### src/rtl/seq_mul_pkg.sv
// Shared types and width helpers for the sequential shift-add multiplier.
package seq_mul_pkg;

  // Controller states
  typedef enum logic [1:0] {
    IDLE = 2'd0,
    RUN  = 2'd1,
    DONE = 2'd2
  } mul_state_t;

  // Default operand width
  localparam int unsigned WIDTH_DEFAULT = 8;

  // Iteration counter width: enough bits to hold the value WIDTH
  function automatic int unsigned cnt_width(input int unsigned width);
    return $clog2(width + 1);
  endfunction

endpackage

### src/rtl/seq_mul_dp.sv
// Datapath of the shift-add multiplier: operand magnitude capture,
// WIDTH+1-bit add with carry, {carry, acc, multiplier} right shift,
// and final sign fix into the product register.
// Ports:
//   clk, rst_n   clock, asynchronous active-low reset
//   load         capture operands (start accepted this edge)
//   step         perform one shift-add step this edge
//   finish       last step; write product this edge
//   signed_mode  1 = two's-complement operands
//   a, b         operands
//   product      result register, 2*WIDTH bits
module seq_mul_dp
  import seq_mul_pkg::*;
#(
  parameter int unsigned WIDTH = WIDTH_DEFAULT
) (
  input  logic               clk,
  input  logic               rst_n,
  input  logic               load,
  input  logic               step,
  input  logic               finish,
  input  logic               signed_mode,
  input  logic [WIDTH-1:0]   a,
  input  logic [WIDTH-1:0]   b,
  output logic [2*WIDTH-1:0] product
);

  localparam int unsigned PW = 2 * WIDTH;

  logic [WIDTH-1:0] mcand;
  logic [WIDTH-1:0] acc;
  logic [WIDTH-1:0] mplier;
  logic             neg;

  logic [WIDTH-1:0] a_mag_c;
  logic [WIDTH-1:0] b_mag_c;
  logic [WIDTH:0]   sum_c;
  logic [PW-1:0]    full_c;

  // Magnitudes; -2^(WIDTH-1) maps to 2^(WIDTH-1), which fits unsigned
  always_comb begin
    a_mag_c = (signed_mode && a[WIDTH-1]) ? (~a + WIDTH'(1)) : a;
    b_mag_c = (signed_mode && b[WIDTH-1]) ? (~b + WIDTH'(1)) : b;
  end

  // One step: conditional add into upper half, carry kept, then shift right
  always_comb begin
    sum_c  = {1'b0, acc} + ({1'b0, mcand} & {(WIDTH+1){mplier[0]}});
    full_c = {sum_c, mplier[WIDTH-1:1]};
  end

  always_ff @(posedge clk or negedge rst_n) begin
    if (!rst_n) begin
      mcand   <= '0;
      acc     <= '0;
      mplier  <= '0;
      neg     <= 1'b0;
      product <= '0;
    end else if (load) begin
      mcand  <= a_mag_c;
      mplier <= b_mag_c;
      acc    <= '0;
      neg    <= signed_mode & (a[WIDTH-1] ^ b[WIDTH-1]);
    end else if (step) begin
      acc    <= full_c[PW-1:WIDTH];
      mplier <= full_c[WIDTH-1:0];
      // Negating zero yields zero, so no negative-zero special case
      if (finish) begin
        product <= neg ? (~full_c + PW'(1)) : full_c;
      end
    end
  end

endmodule

### src/rtl/seq_mul_n.sv
// Parametrised sequential shift-add multiplier, WIDTH steps per operation,
// unsigned or two's-complement per operation, start/busy/done handshake.
// Ports:
//   clk, rst_n   clock, asynchronous active-low reset
//   start        request, sampled on rising edge when not busy
//   signed_mode  1 = signed operands (captured with start)
//   a, b         operands (captured with start)
//   busy         high while iterating
//   done         one-cycle completion pulse
//   product      result, held until next completion
module seq_mul_n
  import seq_mul_pkg::*;
#(
  parameter int unsigned WIDTH = WIDTH_DEFAULT
) (
  input  logic               clk,
  input  logic               rst_n,
  input  logic               start,
  input  logic               signed_mode,
  input  logic [WIDTH-1:0]   a,
  input  logic [WIDTH-1:0]   b,
  output logic               busy,
  output logic               done,
  output logic [2*WIDTH-1:0] product
);

  localparam int unsigned CNT_W = cnt_width(WIDTH);

  mul_state_t       state;
  logic [CNT_W-1:0] cnt;

  logic accept_c;
  logic step_c;
  logic finish_c;

  // Start is honoured in IDLE and in DONE (back-to-back), never in RUN
  always_comb begin
    accept_c = start && ((state == IDLE) || (state == DONE));
    step_c   = (state == RUN);
    finish_c = (state == RUN) && (cnt == CNT_W'(WIDTH - 1));
  end

  // Controller with registered busy/done
  always_ff @(posedge clk or negedge rst_n) begin
    if (!rst_n) begin
      state <= IDLE;
      cnt   <= '0;
      busy  <= 1'b0;
      done  <= 1'b0;
    end else begin
      case (state)
        IDLE: begin
          done <= 1'b0;
          if (accept_c) begin
            state <= RUN;
            cnt   <= '0;
            busy  <= 1'b1;
          end
        end
        RUN: begin
          cnt <= cnt + CNT_W'(1);
          if (finish_c) begin
            state <= DONE;
            busy  <= 1'b0;
            done  <= 1'b1;
          end
        end
        DONE: begin
          done <= 1'b0;
          if (accept_c) begin
            state <= RUN;
            cnt   <= '0;
            busy  <= 1'b1;
          end else begin
            state <= IDLE;
          end
        end
        default: begin
          state <= IDLE;
          cnt   <= '0;
          busy  <= 1'b0;
          done  <= 1'b0;
        end
      endcase
    end
  end

  seq_mul_dp #(
    .WIDTH (WIDTH)
  ) u_dp (
    .clk         (clk),
    .rst_n       (rst_n),
    .load        (accept_c),
    .step        (step_c),
    .finish      (finish_c),
    .signed_mode (signed_mode),
    .a           (a),
    .b           (b),
    .product     (product)
  );

endmodule
### config.mk
export PLATFORM = sky130hd
export DESIGN_NAME = seq_mul_n
export DESIGN_NICKNAME = d
export VERILOG_FILES = /design/src/rtl/seq_mul_pkg.sv /design/src/rtl/seq_mul_dp.sv /design/src/rtl/seq_mul_n.sv
export SDC_FILE = /design/constraint.sdc
export NUM_CORES = 1
export LEC_CHECK = 0
export ABC_AREA = 0
export CORE_ASPECT_RATIO = 0.75
export CORE_MARGIN = 4
export CORE_UTILIZATION = 40
export CTS_CLUSTER_DIAMETER = 200
export CTS_CLUSTER_SIZE = 16
export DETAILED_ROUTE_END_ITERATION = 7
export GPL_TIMING_DRIVEN = 0
export SETUP_SLACK_MARGIN = 0.2
export SLEW_MARGIN = 20
export SYNTH_ARGS = -nofsm -noshare
export SYNTH_HDL_FRONTEND = slang
export SYNTH_SLANG_ARGS = --single-unit
### constraint.sdc
create_clock -name clk -period 2.4 [get_ports clk]
set_input_delay 0.48 -clock clk [delete_from_list [all_inputs] [get_ports clk]]
set_output_delay 0.48 -clock clk [all_outputs]
set_load 0.01 [all_outputs]
==> results of run 1 <==
## report_power, final
part	internal, mW	total (mW)	leakage, nW	switching [mW]
combinational	1.61	3.22	0.970	1.61
sequential	1.22	1.54	0.595	0.322
clock	0.202	0.482	0.0439	0.280
total	3.03	5.25	1.61	2.22
## cell type report
class | count | area (µm²) | share of cell area
Multi-Input combinational cell | 238 | 1830 | 0.479
Sequential cell | 49 | 1230 | 0.321
Timing Repair Buffer | 48 | 463 | 0.121
Tap cell | 98 | 123 | 0.0320
Clock buffer | 5 | 68.8 | 0.0180
Buffer | 12 | 53.8 | 0.0141
Inverter | 11 | 41.3 | 0.0108
Clock inverter | 3 | 17.5 | 0.00458
## flip-flops by register name, indices dropped and copies added, names as in the netlist
signal and count:
u_dp.product 16, u_dp.acc 8, u_dp.mcand 8, u_dp.mplier 8, cnt 4, state 2
busy 1, done 1, u_dp.neg 1
## worst min-delay path by stage
stage,from,end,slack [ns],cells after the start
finish,rst_n,u_dp.product[14]$_DFFE_PN0P_,0.18,1
global route,rst_n,u_dp.product[6]$_DFFE_PN0P_,0.24,1
CTS,rst_n,u_dp.product[6]$_DFFE_PN0P_,0.21,1
detailed placement,u_dp.mcand[3]$_DFFE_PN0P_,u_dp.mcand[3]$_DFFE_PN0P_,0.47,2
global placement,u_dp.mcand[7]$_DFFE_PN0P_,u_dp.mcand[7]$_DFFE_PN0P_,0.46,2
floorplan,rst_n,busy$_DFFE_PN0P_,0.18,0
## Yosys cell counts (8+ instances only)
cell,n,area share
xnor2_1,8,0.024
o21ai_0,18,0.031
a21oi_1,20,0.034
nand3_1,8,0.014
clkbuf_1,9,0.012
dfrtp_1,49,0.42
ha_1,12,0.052
and2_1,9,0.019
a22o_1,9,0.027
xor2_1,19,0.057
nor2_1,38,0.049
nand2_1,31,0.040
inv_1,11,0.014
## metrics by stage
stage / worst slack, ns / area (µm²) / setup TNS, ns / hold WS [ns]
floorplan: -0.0704 / 2920 / -0.105 / 0.184
global placement: -0.660 / 3400 / -33.36 / 0.457
detailed placement: -0.303 / 3400 / -1.16 / 0.467
CTS: -0.192 / 3590 / -0.561 / 0.213
global route: -0.275 / 3830 / -1.06 / 0.237
finish: -0.150 / 3830 / -0.472 / 0.176
## per-layer routing
layer,vias to the layer above,GRT usage
met5,-,0
met4,0,0.0401
met3,4,0.0283
met2,54,0.238
met1,1108,0.242
li1,1185,-
## what timing repair did
item,CTS,global route
setup endpoints to repair,10,11
pin swaps,6,23
resized for setup,16,33
setup buffers,5,7
## worst register-to-register path, stage by stage, from the launching register on
cell and delay (ns):
dfrtp_2 0.42, buf_4 0.13, buf_6 0.12, and2_4 0.14, ha_4 0.17, a211oi_4 0.33
buf_4 0.19, o31ai_4 0.08, xnor2_4 0.21, a2111oi_4 0.34, o21bai_1 0.10, a31o_1 0.20
## cells by family after synthesis
family,Yosys count,synth area share
AO/OA/AOI/OAI,77,0.181
XOR/XNOR,29,0.0927
adder cells (fa/ha/maj),13,0.0586
buffers and inverters,23,0.0323
flip-flops,49,0.422
multiplexers,6,0.0224
AND/OR/NAND/NOR,113,0.190
==> results.toml, run 1 <==
[critical_path]
worst_path_dominant_cell_family = "compound AO/OA/AOI/OAI gates"
r2r_cells = 11
path_class = "register to register"
cp-startpoint = "u_dp.mplier[0]$_DFFE_PN0P_"
reg2reg_slack_ns = -0.15
cpPeakStageDelay_ns = 0.42
crit_chain = "buf_4 > buf_6 > and2_4 > ha_4 > a211oi_4 > buf_4 > o31ai_4 > xnor2_4 > a2111oi_4 > o21bai_1 > a31o_1"
cp.depth = 11
r2r_end = "u_dp.product[15]$_DFFE_PN0P_"
start_kind = "register"
path_buf_inv = 3
slowest_stage = "dfrtp_2"
critPathCaptureType = "register"
crit_path_max_fanout = 7
cp_common_cell = "buf_4"
crit_required_ns = 2.59
worstPathArrival_ns = 2.74
rr_startpoint = "u_dp.mplier[0]$_DFFE_PN0P_"
critPathCapture = "u_dp.product[15]$_DFFE_PN0P_"

[placement]
numPortBuffers = 36
dp.cells = 444
place.gp.congestion = 0.831
place_hpwl_um = 4860

[cells_and_area]
final_util = 0.552
finalNonFillerCells = 464
layout-drive-gt1-share = 0.186
layout_commonest_cell = "dfrtp_1"
area_growth_pct = 31.9
layout.nets = 398
diodes = 0
most-common-layout-cells = "48 x dfrtp_1, 37 x nor2_1, 35 x clkdlybuf4s50_1, 31 x nand2_1, 18 x xor2_1"
n_fill_cell = 642

[sta]
fin_crit_ns = 2.55
final-hold-violation-count = 0
slew_violations = 0
finClkSkew_ns = 0.0116
setup-violations-final = 5
relSlewSlack = 0.564
worst_slew_pin_slew_ns = 0.651
fin_ws_ns = -0.150
clock.fmax_mhz = 392
rsz0062_at_grt = "true"
post-route-period-util = 1.06

[route]
wl_per_cell_um = 14.4
drc = 0
vias_per_cell = 5.07
drt_first_iter_violations = 115
wl_met2_um = 2780
top_layer_used = "met4"
ant_nets = 0
wl_met3_um = 284
first_pass_iters = 4
m1WireLength_um = 3540
vias = 2351
postRouteWirelength_um = 6660

[clocking]
tritoncts = "yes"
root_buffer = "clkbuf_8"
clk_pin_slew_ns = 0.10
cts_buffer_depth = 2
clk_latency_ns = 0.30
cts_sinks = 49
hold_buffers = 0
h-tree-depth = 2
numCtsBuffers = 5

[floorplanning]
num_rows = 26
die_x_um = 106
design.die.area_mm2 = 0.00870
initial_core_util = 0.419
floorplan.core_area_mm2 = 0.00693
die_h_um = 81.8
ios = 38

[status]
status = "finished, violations left"
violations = "negative setup slack"

[flow_run]
maxCapViolCount = 0

[grt]
grt_usage = 0.160
antenna_found_initial = 0
grt_start_max_net_pins = 50
grt_pass1_vias = 2315
grt_pass1_wl_um = 11100
overflow = 0

[power_and_ir_drop]
power_density_mw_per_mm2 = 1370
leakage_nw = 1.61
ir_drop_mv = 0.443
power_mw = 5.25

[logic_synthesis]
ys_seq_elements = 49
netlist_instances = 310
synth-seq-area-share = 0.422
syn-num-nets = 343
synth_area_per_cell_um2 = 9.36
syn-cell-area_mm2 = 0.00290
async_reset_ff_frac = 1.00
synthFlopType = "dfrtp_1"
synth_edf_count = 0
ys_types = 53
ys.warnings.count = 0

[hold_path]
hold_class = "input pin to asynchronous set/reset pin"
No activity file was read; power rests on OpenSTA's default activity.
==> inputs of run 2 (changes only) <==
--- a/config.mk
+++ b/config.mk
@@ -9,6 +9,7 @@
 export CORE_ASPECT_RATIO = 0.75
 export CORE_MARGIN = 4
 export CORE_UTILIZATION = 40
+export CTS_BUF_LIST = sky130_fd_sc_hd__clkbuf_16
 export CTS_CLUSTER_DIAMETER = 200
 export CTS_CLUSTER_SIZE = 16
 export DETAILED_ROUTE_END_ITERATION = 7
==> results.toml, run 2 (synthesis results as in run 1) <==
[clocking]
clk_latency_ns = 0.29
clk_pin_slew_ns = 0.07
cts_buffer_depth = 2
hold_buffers = 0
numCtsBuffers = 5
cts_sinks = 49
tritoncts = "yes"
h-tree-depth = 2
root_buffer = "clkbuf_16"

[route]
wl_met3_um = 334
wl_met2_um = 2800
postRouteWirelength_um = 6750
m1WireLength_um = 3520
wl_per_cell_um = 14.5
top_layer_used = "met4"
vias = 2365
first_pass_iters = 4
ant_nets = 0
vias_per_cell = 5.10
drc = 0
drt_first_iter_violations = 120

[placement]
numPortBuffers = 36
post_dp_cell_area_mm2 = 0.00340
place_hpwl_um = 4860
place.gp.congestion = 0.831

[floorplanning]
die_x_um = 106
floorplan.core_area_mm2 = 0.00693
num_rows = 26
die_h_um = 81.8
design.die.area_mm2 = 0.00870
initial_core_util = 0.419
ios = 38

[critical_path]
crit_required_ns = 2.58
worstPathArrival_ns = 2.72
path_class = "register to register"
critPathCaptureType = "register"
crit_path_max_fanout = 7
start_kind = "register"

[sta]
slew_violations = 0
final-hold-violation-count = 0
hold_ws_ns = 0.193
setup-violations-final = 5
setup_tns_ns = -0.480
fin_crit_ns = 2.54
post-route-period-util = 1.06
clock.fmax_mhz = 394
relSlewSlack = 0.586
fin_ws_ns = -0.139
finClkSkew_ns = 0.00838
rsz0062_at_grt = "true"
worst_slew_pin_slew_ns = 0.621

[cells_and_area]
layout_commonest_cell = "dfrtp_1"
most-common-layout-cells = "48 x dfrtp_1, 37 x nor2_1, 35 x clkdlybuf4s50_1, 31 x nand2_1, 18 x xor2_1"
layout.nets = 398
largest_register_ffs = 16
area_growth_pct = 33.8
regMostFlops = "u_dp.product"
layout-drive-gt1-share = 0.186
final_util = 0.561
design_area_mm2 = 0.00388
diodes = 0

[power_and_ir_drop]
power_density_mw_per_mm2 = 1410
ir_drop_mv = 0.464
power_mw = 5.48
leakage_nw = 1.64

[status]
status = "finished, violations left"
violations = "negative setup slack"

[grt]
grt_start_max_net_pins = 50
grt_pass1_vias = 2334
grt_usage = 0.163
grt_pass1_wl_um = 11200
overflow = 0
antenna_found_initial = 0

[flow_run]
maxCapViolCount = 0

[hold_path]
hold_class = "input pin to asynchronous set/reset pin"
run 2: cell counts in the layout (fill, tap and decap cells not counted):
No cell type changed its count.
run 2: routing by layer:
metal  track usage  vias to the layer above
li1              -                     1190
met1         0.242                     1108
met2         0.240                       58
met3        0.0283                        9
met4        0.0569                        0
met5             0                        -
run 2: cell type report:
| type | count | area [µm²] |
|---|---|---|
| clock buffers | 5 | 125 |
| plain buffers | 12 | 53.8 |
| repair buffers | 48 | 463 |
| clock inverters | 3 | 17.5 |
| flip-flops and latches | 49 | 1230 |
| inverters | 11 | 41.3 |
| multi-input cells | 238 | 1830 |
| fillers | 634 | 3040 |
| well taps | 98 | 123 |
run 2: worst max-delay path, stage by stage (launching register included):
cell,delay (ns)
dfrtp_2,0.42
buf_4,0.14
buf_6,0.12
and2_4,0.14
ha_4,0.17
a211oi_4,0.33
buf_4,0.19
o31ai_4,0.08
xnor2_4,0.21
a2111oi_4,0.33
o21bai_1,0.10
a31o_1,0.20
run 2: per-stage QoR:
| stage | instances | setup slack, ns |
|---|---|---|
| after global routing | 464 | -0.284 |
| after detailed placement | 444 | -0.303 |
| after floorplan | 310 | -0.0704 |
| after global placement | 444 | -0.660 |
| final | 464 | -0.139 |
| after CTS | 457 | -0.183 |
run 2: worst paths after layout:
path | start | end | slack [ns] | cells past startpoint
setup / recovery | u_dp.mplier[0]$_DFFE_PN0P_ | u_dp.product[15]$_DFFE_PN0P_ | -0.14 | 11
min in group clk | u_dp.mcand[3]$_DFFE_PN0P_ | u_dp.mcand[3]$_DFFE_PN0P_ | 0.48 | 2
hold / removal | rst_n | u_dp.acc[6]$_DFFE_PN0P_ | 0.19 | 1
setup reg to reg | u_dp.mplier[0]$_DFFE_PN0P_ | u_dp.product[15]$_DFFE_PN0P_ | -0.14 | 11
hold reg to reg | u_dp.mcand[3]$_DFFE_PN0P_ | u_dp.mcand[3]$_DFFE_PN0P_ | 0.48 | 2
max in group asynchronous | rst_n | u_dp.mplier[0]$_DFFE_PN0P_ | 1.74 | 1
run 2: power breakdown:
group | internal [mW] | total, mW | switching (mW)
clock network | 0.383 | 0.698 | 0.315
registers | 1.23 | 1.55 | 0.323
logic | 1.62 | 3.23 | 1.62
run 2: what timing repair did:
item / in CTS / in global routing
buffers inserted: 5 / 7
endpoints found under the hold margin: 0 / 0
pin swaps: 6 / 23
gates resized for setup: 16 / 34
setup endpoints to repair: 10 / 11
